`src/rtl/bf_mem_arbiter.sv`:
```
// bf_mem_arbiter: round-robin arbiter for the BF core's single-port data RAM.
// Defining BF_MEM_ARB_LOCK_EN enables the requester bus lock for atomic read-modify-write.
module bf_mem_arbiter #(
  parameter int ADDR_WIDTH   = 16,
  parameter int DATA_WIDTH   = 8,
  parameter int READ_LATENCY = 1
) (
  input  logic                  clk,
  input  logic                  reset,
  input  logic                  req_0,
  input  logic                  we_0,
  input  logic [ADDR_WIDTH-1:0] addr_0,
  input  logic [DATA_WIDTH-1:0] wdata_0,
  input  logic                  lock_0,
  output logic                  ack_0,
  output logic                  rvalid_0,
  input  logic                  req_1,
  input  logic                  we_1,
  input  logic [ADDR_WIDTH-1:0] addr_1,
  input  logic [DATA_WIDTH-1:0] wdata_1,
  input  logic                  lock_1,
  output logic                  ack_1,
  output logic                  rvalid_1,
  output logic [DATA_WIDTH-1:0] rdata,
  output logic                  ram_en,
  output logic                  ram_we,
  output logic [ADDR_WIDTH-1:0] ram_addr,
  output logic [DATA_WIDTH-1:0] ram_wdata,
  input  logic [DATA_WIDTH-1:0] ram_rdata
);

  typedef enum logic [1:0] {IDLE, ISSUE, WAIT} state_t;

  state_t                r_state;
  state_t                w_nextState;
  logic                  r_lastGrant;
  logic                  r_winner;
  logic [2:0]            r_cnt;
  logic                  r_ack0;
  logic                  r_ack1;
  logic                  r_rvalid0;
  logic                  r_rvalid1;
  logic [DATA_WIDTH-1:0] r_rdata;
  logic                  r_ramEn;
  logic                  r_ramWe;
  logic [ADDR_WIDTH-1:0] r_ramAddr;
  logic [DATA_WIDTH-1:0] r_ramWdata;

  logic w_req0;
  logic w_req1;
  logic w_grantValid;
  logic w_grantSel;
  logic w_lockActive;
  logic w_capture;

`ifdef BF_MEM_ARB_LOCK_EN
  logic r_ownerValid;
  logic r_owner;

  // The owner keeps the bus only while it still drives its lock in IDLE.
  assign w_lockActive = r_ownerValid && (r_owner ? lock_1 : lock_0);
  assign w_req0       = req_0 && !(w_lockActive && r_owner);
  assign w_req1       = req_1 && !(w_lockActive && !r_owner);

  always_ff @(posedge clk or posedge reset) begin
    if (reset) begin
      r_ownerValid <= 1'b0;
      r_owner      <= 1'b0;
    end else begin
      if (r_state == IDLE && r_ownerValid && !w_lockActive)
        r_ownerValid <= 1'b0;
      if (w_grantValid && (w_grantSel ? lock_1 : lock_0)) begin
        r_ownerValid <= 1'b1;
        r_owner      <= w_grantSel;
      end
    end
  end
`else
  logic w_unusedLock;

  assign w_unusedLock = lock_0 | lock_1;
  assign w_lockActive = 1'b0;
  assign w_req0       = req_0;
  assign w_req1       = req_1;
`endif

  always_ff @(posedge clk or posedge reset) begin
    if (reset)
      r_state <= IDLE;
    else
      r_state <= w_nextState;
  end

  always_comb begin
    w_nextState  = r_state;
    w_grantValid = 1'b0;
    w_grantSel   = 1'b0;
    w_capture    = 1'b0;
    case (r_state)
      IDLE: begin
        if (w_req0 && w_req1) begin
          w_grantValid = 1'b1;
          w_grantSel   = ~r_lastGrant;
        end else if (w_req0) begin
          w_grantValid = 1'b1;
          w_grantSel   = 1'b0;
        end else if (w_req1) begin
          w_grantValid = 1'b1;
          w_grantSel   = 1'b1;
        end
        if (w_grantValid)
          w_nextState = ISSUE;
      end
      ISSUE: begin
        if (r_ramWe) begin
          w_nextState = IDLE;
        end else if (READ_LATENCY == 1) begin
          w_capture   = 1'b1;
          w_nextState = IDLE;
        end else begin
          w_nextState = WAIT;
        end
      end
      WAIT: begin
        if (r_cnt == 3'd1) begin
          w_capture   = 1'b1;
          w_nextState = IDLE;
        end
      end
      default: w_nextState = IDLE;
    endcase
  end

  // Command strobes and acks are one-cycle pulses; address and data hold until the next grant.
  always_ff @(posedge clk or posedge reset) begin
    if (reset) begin
      r_lastGrant <= 1'b1;
      r_winner    <= 1'b0;
      r_cnt       <= 3'd0;
      r_ack0      <= 1'b0;
      r_ack1      <= 1'b0;
      r_rvalid0   <= 1'b0;
      r_rvalid1   <= 1'b0;
      r_rdata     <= '0;
      r_ramEn     <= 1'b0;
      r_ramWe     <= 1'b0;
      r_ramAddr   <= '0;
      r_ramWdata  <= '0;
    end else begin
      r_ack0    <= 1'b0;
      r_ack1    <= 1'b0;
      r_rvalid0 <= 1'b0;
      r_rvalid1 <= 1'b0;
      r_ramEn   <= 1'b0;
      r_ramWe   <= 1'b0;
      if (w_grantValid) begin
        r_ramEn    <= 1'b1;
        r_ramWe    <= w_grantSel ? we_1 : we_0;
        r_ramAddr  <= w_grantSel ? addr_1 : addr_0;
        r_ramWdata <= w_grantSel ? wdata_1 : wdata_0;
        r_ack0     <= ~w_grantSel;
        r_ack1     <= w_grantSel;
        r_winner   <= w_grantSel;
        if (!w_lockActive)
          r_lastGrant <= w_grantSel;
      end
      if (r_state == ISSUE && w_nextState == WAIT)
        r_cnt <= 3'(READ_LATENCY - 1);
      else if (r_state == WAIT)
        r_cnt <= r_cnt - 3'd1;
      if (w_capture) begin
        r_rdata   <= ram_rdata;
        r_rvalid0 <= ~r_winner;
        r_rvalid1 <= r_winner;
      end
    end
  end

  assign ack_0     = r_ack0;
  assign ack_1     = r_ack1;
  assign rvalid_0  = r_rvalid0;
  assign rvalid_1  = r_rvalid1;
  assign rdata     = r_rdata;
  assign ram_en    = r_ramEn;
  assign ram_we    = r_ramWe;
  assign ram_addr  = r_ramAddr;
  assign ram_wdata = r_ramWdata;

endmodule

```
`config.mk`:
```
export PLATFORM = sky130hd
export DESIGN_NAME = bf_mem_arbiter
export DESIGN_NICKNAME = d
export VERILOG_FILES = /design/src/rtl/bf_mem_arbiter.sv
export SDC_FILE = /design/constraint.sdc
export NUM_CORES = 1
export LEC_CHECK = 0
export ABC_AREA = 1
export CORE_MARGIN = 4
export CORE_UTILIZATION = 37
export CTS_CLUSTER_DIAMETER = 30
export DETAILED_ROUTE_END_ITERATION = 10
export GPL_TIMING_DRIVEN = 0
export PLACE_DENSITY = 0.77
export SETUP_SLACK_MARGIN = 0.4
export SYNTH_ARGS = -nofsm -noshare
export SYNTH_HDL_FRONTEND = slang
export SYNTH_SLANG_ARGS = --single-unit
```
`constraint.sdc`:
```
create_clock -name clk -period 1.35 [get_ports clk]
set_clock_uncertainty 0.1 [all_clocks]
set_input_delay 0.135 -clock clk [delete_from_list [all_inputs] [get_ports clk]]
set_output_delay 0.135 -clock clk [all_outputs]
set_load 0.02 [all_outputs]
```
# Yosys cells after proc, flatten, opt, wreduce, memory -nomap -nowiden
# Index checks and enable logic that the tools add are counted.
# classes
n_addsub	1
eq_ne	4
n_mux	25
bitwise	3
reduce_logical	4
# ops
cell	n
$mux W1	17
$mux W16	1
$mux W8	1
$mux W3	2
$eq A2 B2 Y1 const B	2
$mux W2	2
$pmux W2 S2	1
$eq A3 B1 Y1 const B	1
$not A1 Y1	3
$sub A3 B1 Y3 const B	1
$eq A2 B1 Y1 const B	1
$logic_and A1 B1 Y1	2
$logic_not A2 Y1	1
$pmux W1 S2	1
$reduce_bool A2 Y1	1
# totals
regBits	45
wordCells	50

# Longest topological paths before layout
# depth
depth_word	9
ltp_mapped	9
depth_no_buf	8

# Least setup slack after synthesis
# OpenSTA, ideal clock, no wires.
# synth_timing
path_kind	reg-to-reg
from	register r_state[1]
to	register r_cnt[1]
t_arrival_ns	1.255
path_slack_ns	-0.117
path_stages_with_launch	10
path_buffers	1
cell_sequence	dfrtp_1 -> inv_1 -> ha_1 -> o21ai_2 -> buf_6 -> nand2_1 -> nor2_1 -> nand3_1 -> nand2_1 -> inv_1
# synth_between
elab_chain_cells	5
elab_cells_between_ends	10
# synth_rtl
element	line_no	rtl
start, declared	34	state_t r_state;
start signal, assigned	91	r_state <= w_nextState;
$eq A2 B2 Y1, or another cell as far along	99, 169	
$pmux W2 S2	99	case (r_state)
$eq A2 B2 Y1	167	if (r_state == ISSUE && w_nextState == WAIT)
$logic_and A1 B1 Y1	167	
$mux W3 or $reduce_bool A2 Y1 (tied branches)	-	
end signal, assigned	168	r_cnt <= 3'(READ_LATENCY - 1);
end signal, assigned	170	r_cnt <= r_cnt - 3'd1;
end, declared	38	logic [2:0] r_cnt;
# Parallel ways exist; a longest one is shown, timed or not.
# A chain may end at the register's enable or synchronous reset.

# Worst setup path in the final report
# layout_timing
from	register r_state[0]
to	register r_rdata[0] (netlist: rdata[0])
# layout_between
elab_chain_cells	2
elab_cells_between_ends	3
# layout_rtl
element	line_no	rtl
$eq A2 B2 Y1 or $eq A2 B1 Y1 (tied branches)	99	
$pmux W1 S2 (*)	99	
end signal, assigned	172	r_rdata <= ram_rdata;
end, declared	43	logic [DATA_WIDTH-1:0] r_rdata;
# Every way passes the cells marked *; elsewhere a longest branch is shown, timed or not.

==> results.py <==
metrics = {
    "run_status": {
        "outcome": "finished, violations left",
        "violations": "setup timing",
    },
    "power": {
        "powerDensity_nw_per_um2": 2096,
        "ir_worst_vdd_uv": 1024,
        "leakagePower_nw": 1.954,
    },
    "clock_tree": {
        "cts_buffers": 5,
        "clk_latency_ns": 0.30,
        "clockRootBuffer": "clkbuf_8",
        "cts_buffer_depth": 2,
        "clock-sinks": 45,
        "path_clk_slew_ns": 0.09,
        "htreeDepth": 2,
        "cts_tree": "yes",
    },
    "timing": {
        "rsz0062_at_grt": "yes",
        "drv_slew": 0,
        "worst_slack_ns": -0.1384,
        "final-setup-viol-count": 38,
        "worst_pin_slew_ns": 0.5361,
        "finalCritPeriodShare": 1.103,
        "fmax_mhz": 671.9,
        "relSlewSlack": 0.6419,
        "period_needed_ns": 1.488,
        "hold_viol_final": 0,
    },
    "synthesis": {
        "ys_seq_area_frac": 0.5251,
        "synthesis.area_um2": 2147,
        "synth_nets": 338,
        "ys_ff_latch": 45,
        "yosys_warnings": 0,
        "yosysUniqueCellTypes": 20,
        "syn_avg_cell_area_um2": 8.011,
        "syn-instance-count": 268,
    },
    "hold_path": {
        "hold_path.class": "input port to async pin",
    },
    "worst_setup_path": {
        "endpoint_kind": "register",
        "crit_fanout": 5,
        "r2r_slack_ns": -0.14,
        "ff2ff_path_depth": 7,
        "r2r_end": "rdata[0]",
        "r2r-start": "r_state[0]",
        "crit_required_ns": 1.44,
        "cp-start-kind": "register",
        "path_class": "register to register",
        "critical_path_arrival_ns": 1.58,
    },
    "job": {
        "cap_violations": 0,
    },
    "final_layout": {
        "drive_gt1_frac": 0.3827,
        "diodes": 0,
        "final_cell_mix": "nand2_1, clkdlybuf4s50_1, dfrtp_1",
        "fin_util": 0.7125,
        "area.growth.synth_to_final_pct": 84.97,
        "final_cells": 477,
        "fin_nets": 474,
        "final_common_cell": "nand2_1",
    },
    "global_routing": {
        "grt_pass1_vias": 2126,
        "antenna_found_initial": 0,
        "grt_pass1_wl_um": 10010,
        "overflow": 0,
        "grt_max_degree": 24,
        "grt_use_total": 0.1742,
    },
    "drt": {
        "num_vias": 2182,
        "drc": 0,
        "viasPerCell": 4.574,
        "wl_per_cell_um": 13.66,
        "dr.first_iter.drc_count": 58,
        "drtPass1Iterations": 4,
        "routed_wl_um": 6514,
        "antenna_left": 0,
    },
    "place": {
        "gp_congestion": 0.7360,
        "io_buffers": 99,
        "pre_cts_ws_ns": -0.2361,
        "dp.cells": 439,
        "dp_hpwl_um": 4179,
    },
    "floorplanning": {
        "die_w_um": 84.18,
        "start_util": 0.3852,
        "die-area_um2": 7085,
        "ios": 102,
        "core_um2": 5574,
        "rows": 27,
        "die-height_um": 84.18,
    },
}
[synth_stat cells]
| library cell | instances | share of area |
|---|---|---|
| nand2_1 | 103 | 0.18 |
| dfrtp_1 | 44 | 0.51 |
| inv_1 | 30 | 0.052 |
| nor2_1 | 25 | 0.044 |
| nand3_1 | 18 | 0.042 |
| o21ai_1 | 18 | 0.042 |
| ha_1 | 6 | 0.035 |
| buf_4 | 4 | 0.014 |
| buf_6 | 4 | 0.021 |
| o21ai_0 | 3 | 0.0070 |
| a21oi_1 | 2 | 0.0047 |
| inv_2 | 2 | 0.0035 |
| o21ai_2 | 2 | 0.0082 |
| buf_1 | 1 | 0.0017 |
| buf_2 | 1 | 0.0023 |
| dfstp_2 | 1 | 0.012 |
| nand2_2 | 1 | 0.0029 |
| nand2_4 | 1 | 0.0052 |
| nor2_4 | 1 | 0.0052 |
| xor2_1 | 1 | 0.0041 |
[routing by layer]
layer	global-route usage	wire length, um	share of wire	vias to the layer above
met2	0.3185	3459	0.53	71
met5	0	0	0	-
met3	0.05692	476	0.073	10
met4	0.03947	78	0.012	0
li1	-	-	-	1089
met1	0.1964	2499	0.38	1012
[registers in the layout, summed over array words and instances, names as in the netlist, 2 cells and up]
signal,count
r_cnt,3
ram_wdata,8
rdata,8
r_state,2
ram_addr,16
[critical path, stage by stage, from the launching register on]
cell	delay, ns
dfrtp_1	0.40
buf_6	0.11
ha_2	0.17
inv_2	0.06
o21ai_4	0.29
nand2_4	0.11
nand2_1	0.09
nand2_1	0.05
[final cells by class]
| type | count | area [um^2] |
|---|---|---|
| buffer | 10 | 128.9 |
| clock buffer | 6 | 82.58 |
| clock inverter | 2 | 37.54 |
| fill | 447 | 1603 |
| inverter | 32 | 131.4 |
| multi-input combinational | 182 | 1060 |
| sequential | 45 | 1127 |
| tap | 72 | 90.09 |
| timing repair buffer | 127 | 1306 |
| timing repair inverter | 1 | 7.507 |
[power breakdown]
group / internal (mW) / switching, mW
clock: 0.602 / 0.457
combinational: 2.52 / 2.39
sequential: 1.94 / 0.413
total: 5.07 / 3.26
[cell families after synthesis]
group	count (synthesis)	share of synthesized area
AO/OA/AOI/OAI	25	0.06177
XOR/XNOR	1	0.004080
adder cells (fa/ha/maj)	6	0.03496
buffers and inverters	42	0.09499
flip-flops	45	0.5251
AND/OR/NAND/NOR	149	0.2791
[how the worst max path moves through the flow]
stage | from | end | slack, ns | depth (start not counted)
final | r_state[0] | rdata[0] | -0.14 | 7
after global routing | r_state[0] | rdata[0] | -0.23 | 7
after CTS | r_state[1] | r_cnt[1] | -0.08 | 9
after detailed placement | req_0 | r_cnt[1] | -0.24 | 8
after global placement | req_0 | r_cnt[1] | -0.23 | 8
after floorplan | r_state[1] | r_cnt[1] | -0.03 | 9
[metrics by stage]
step	hold slack [ns]	cell area (um^2)	power, mW	setup TNS [ns]
after floorplan	0.04522	2183	4.246	-0.06505
after global placement	0.3121	3264	5.813	-7.028
after detailed placement	0.3192	3264	5.881	-8.058
after CTS	0.2291	3707	7.774	-1.401
after global routing	0.2633	3971	8.835	-7.114
final	0.2172	3971	8.324	-3.481
[what timing repair did]
item / 4_1_cts / 5_1_grt
endpoints found under the hold margin: 0 / 0
gates resized for setup: 256 / 56
setup buffers: 16 / 10
hold buffers: 0 / 0
gates cloned: 3 / 1
endpoints found under the setup margin: 128 / 83
pin swaps: 18 / 18
Note: power is estimated with default switching activity, not from simulation.
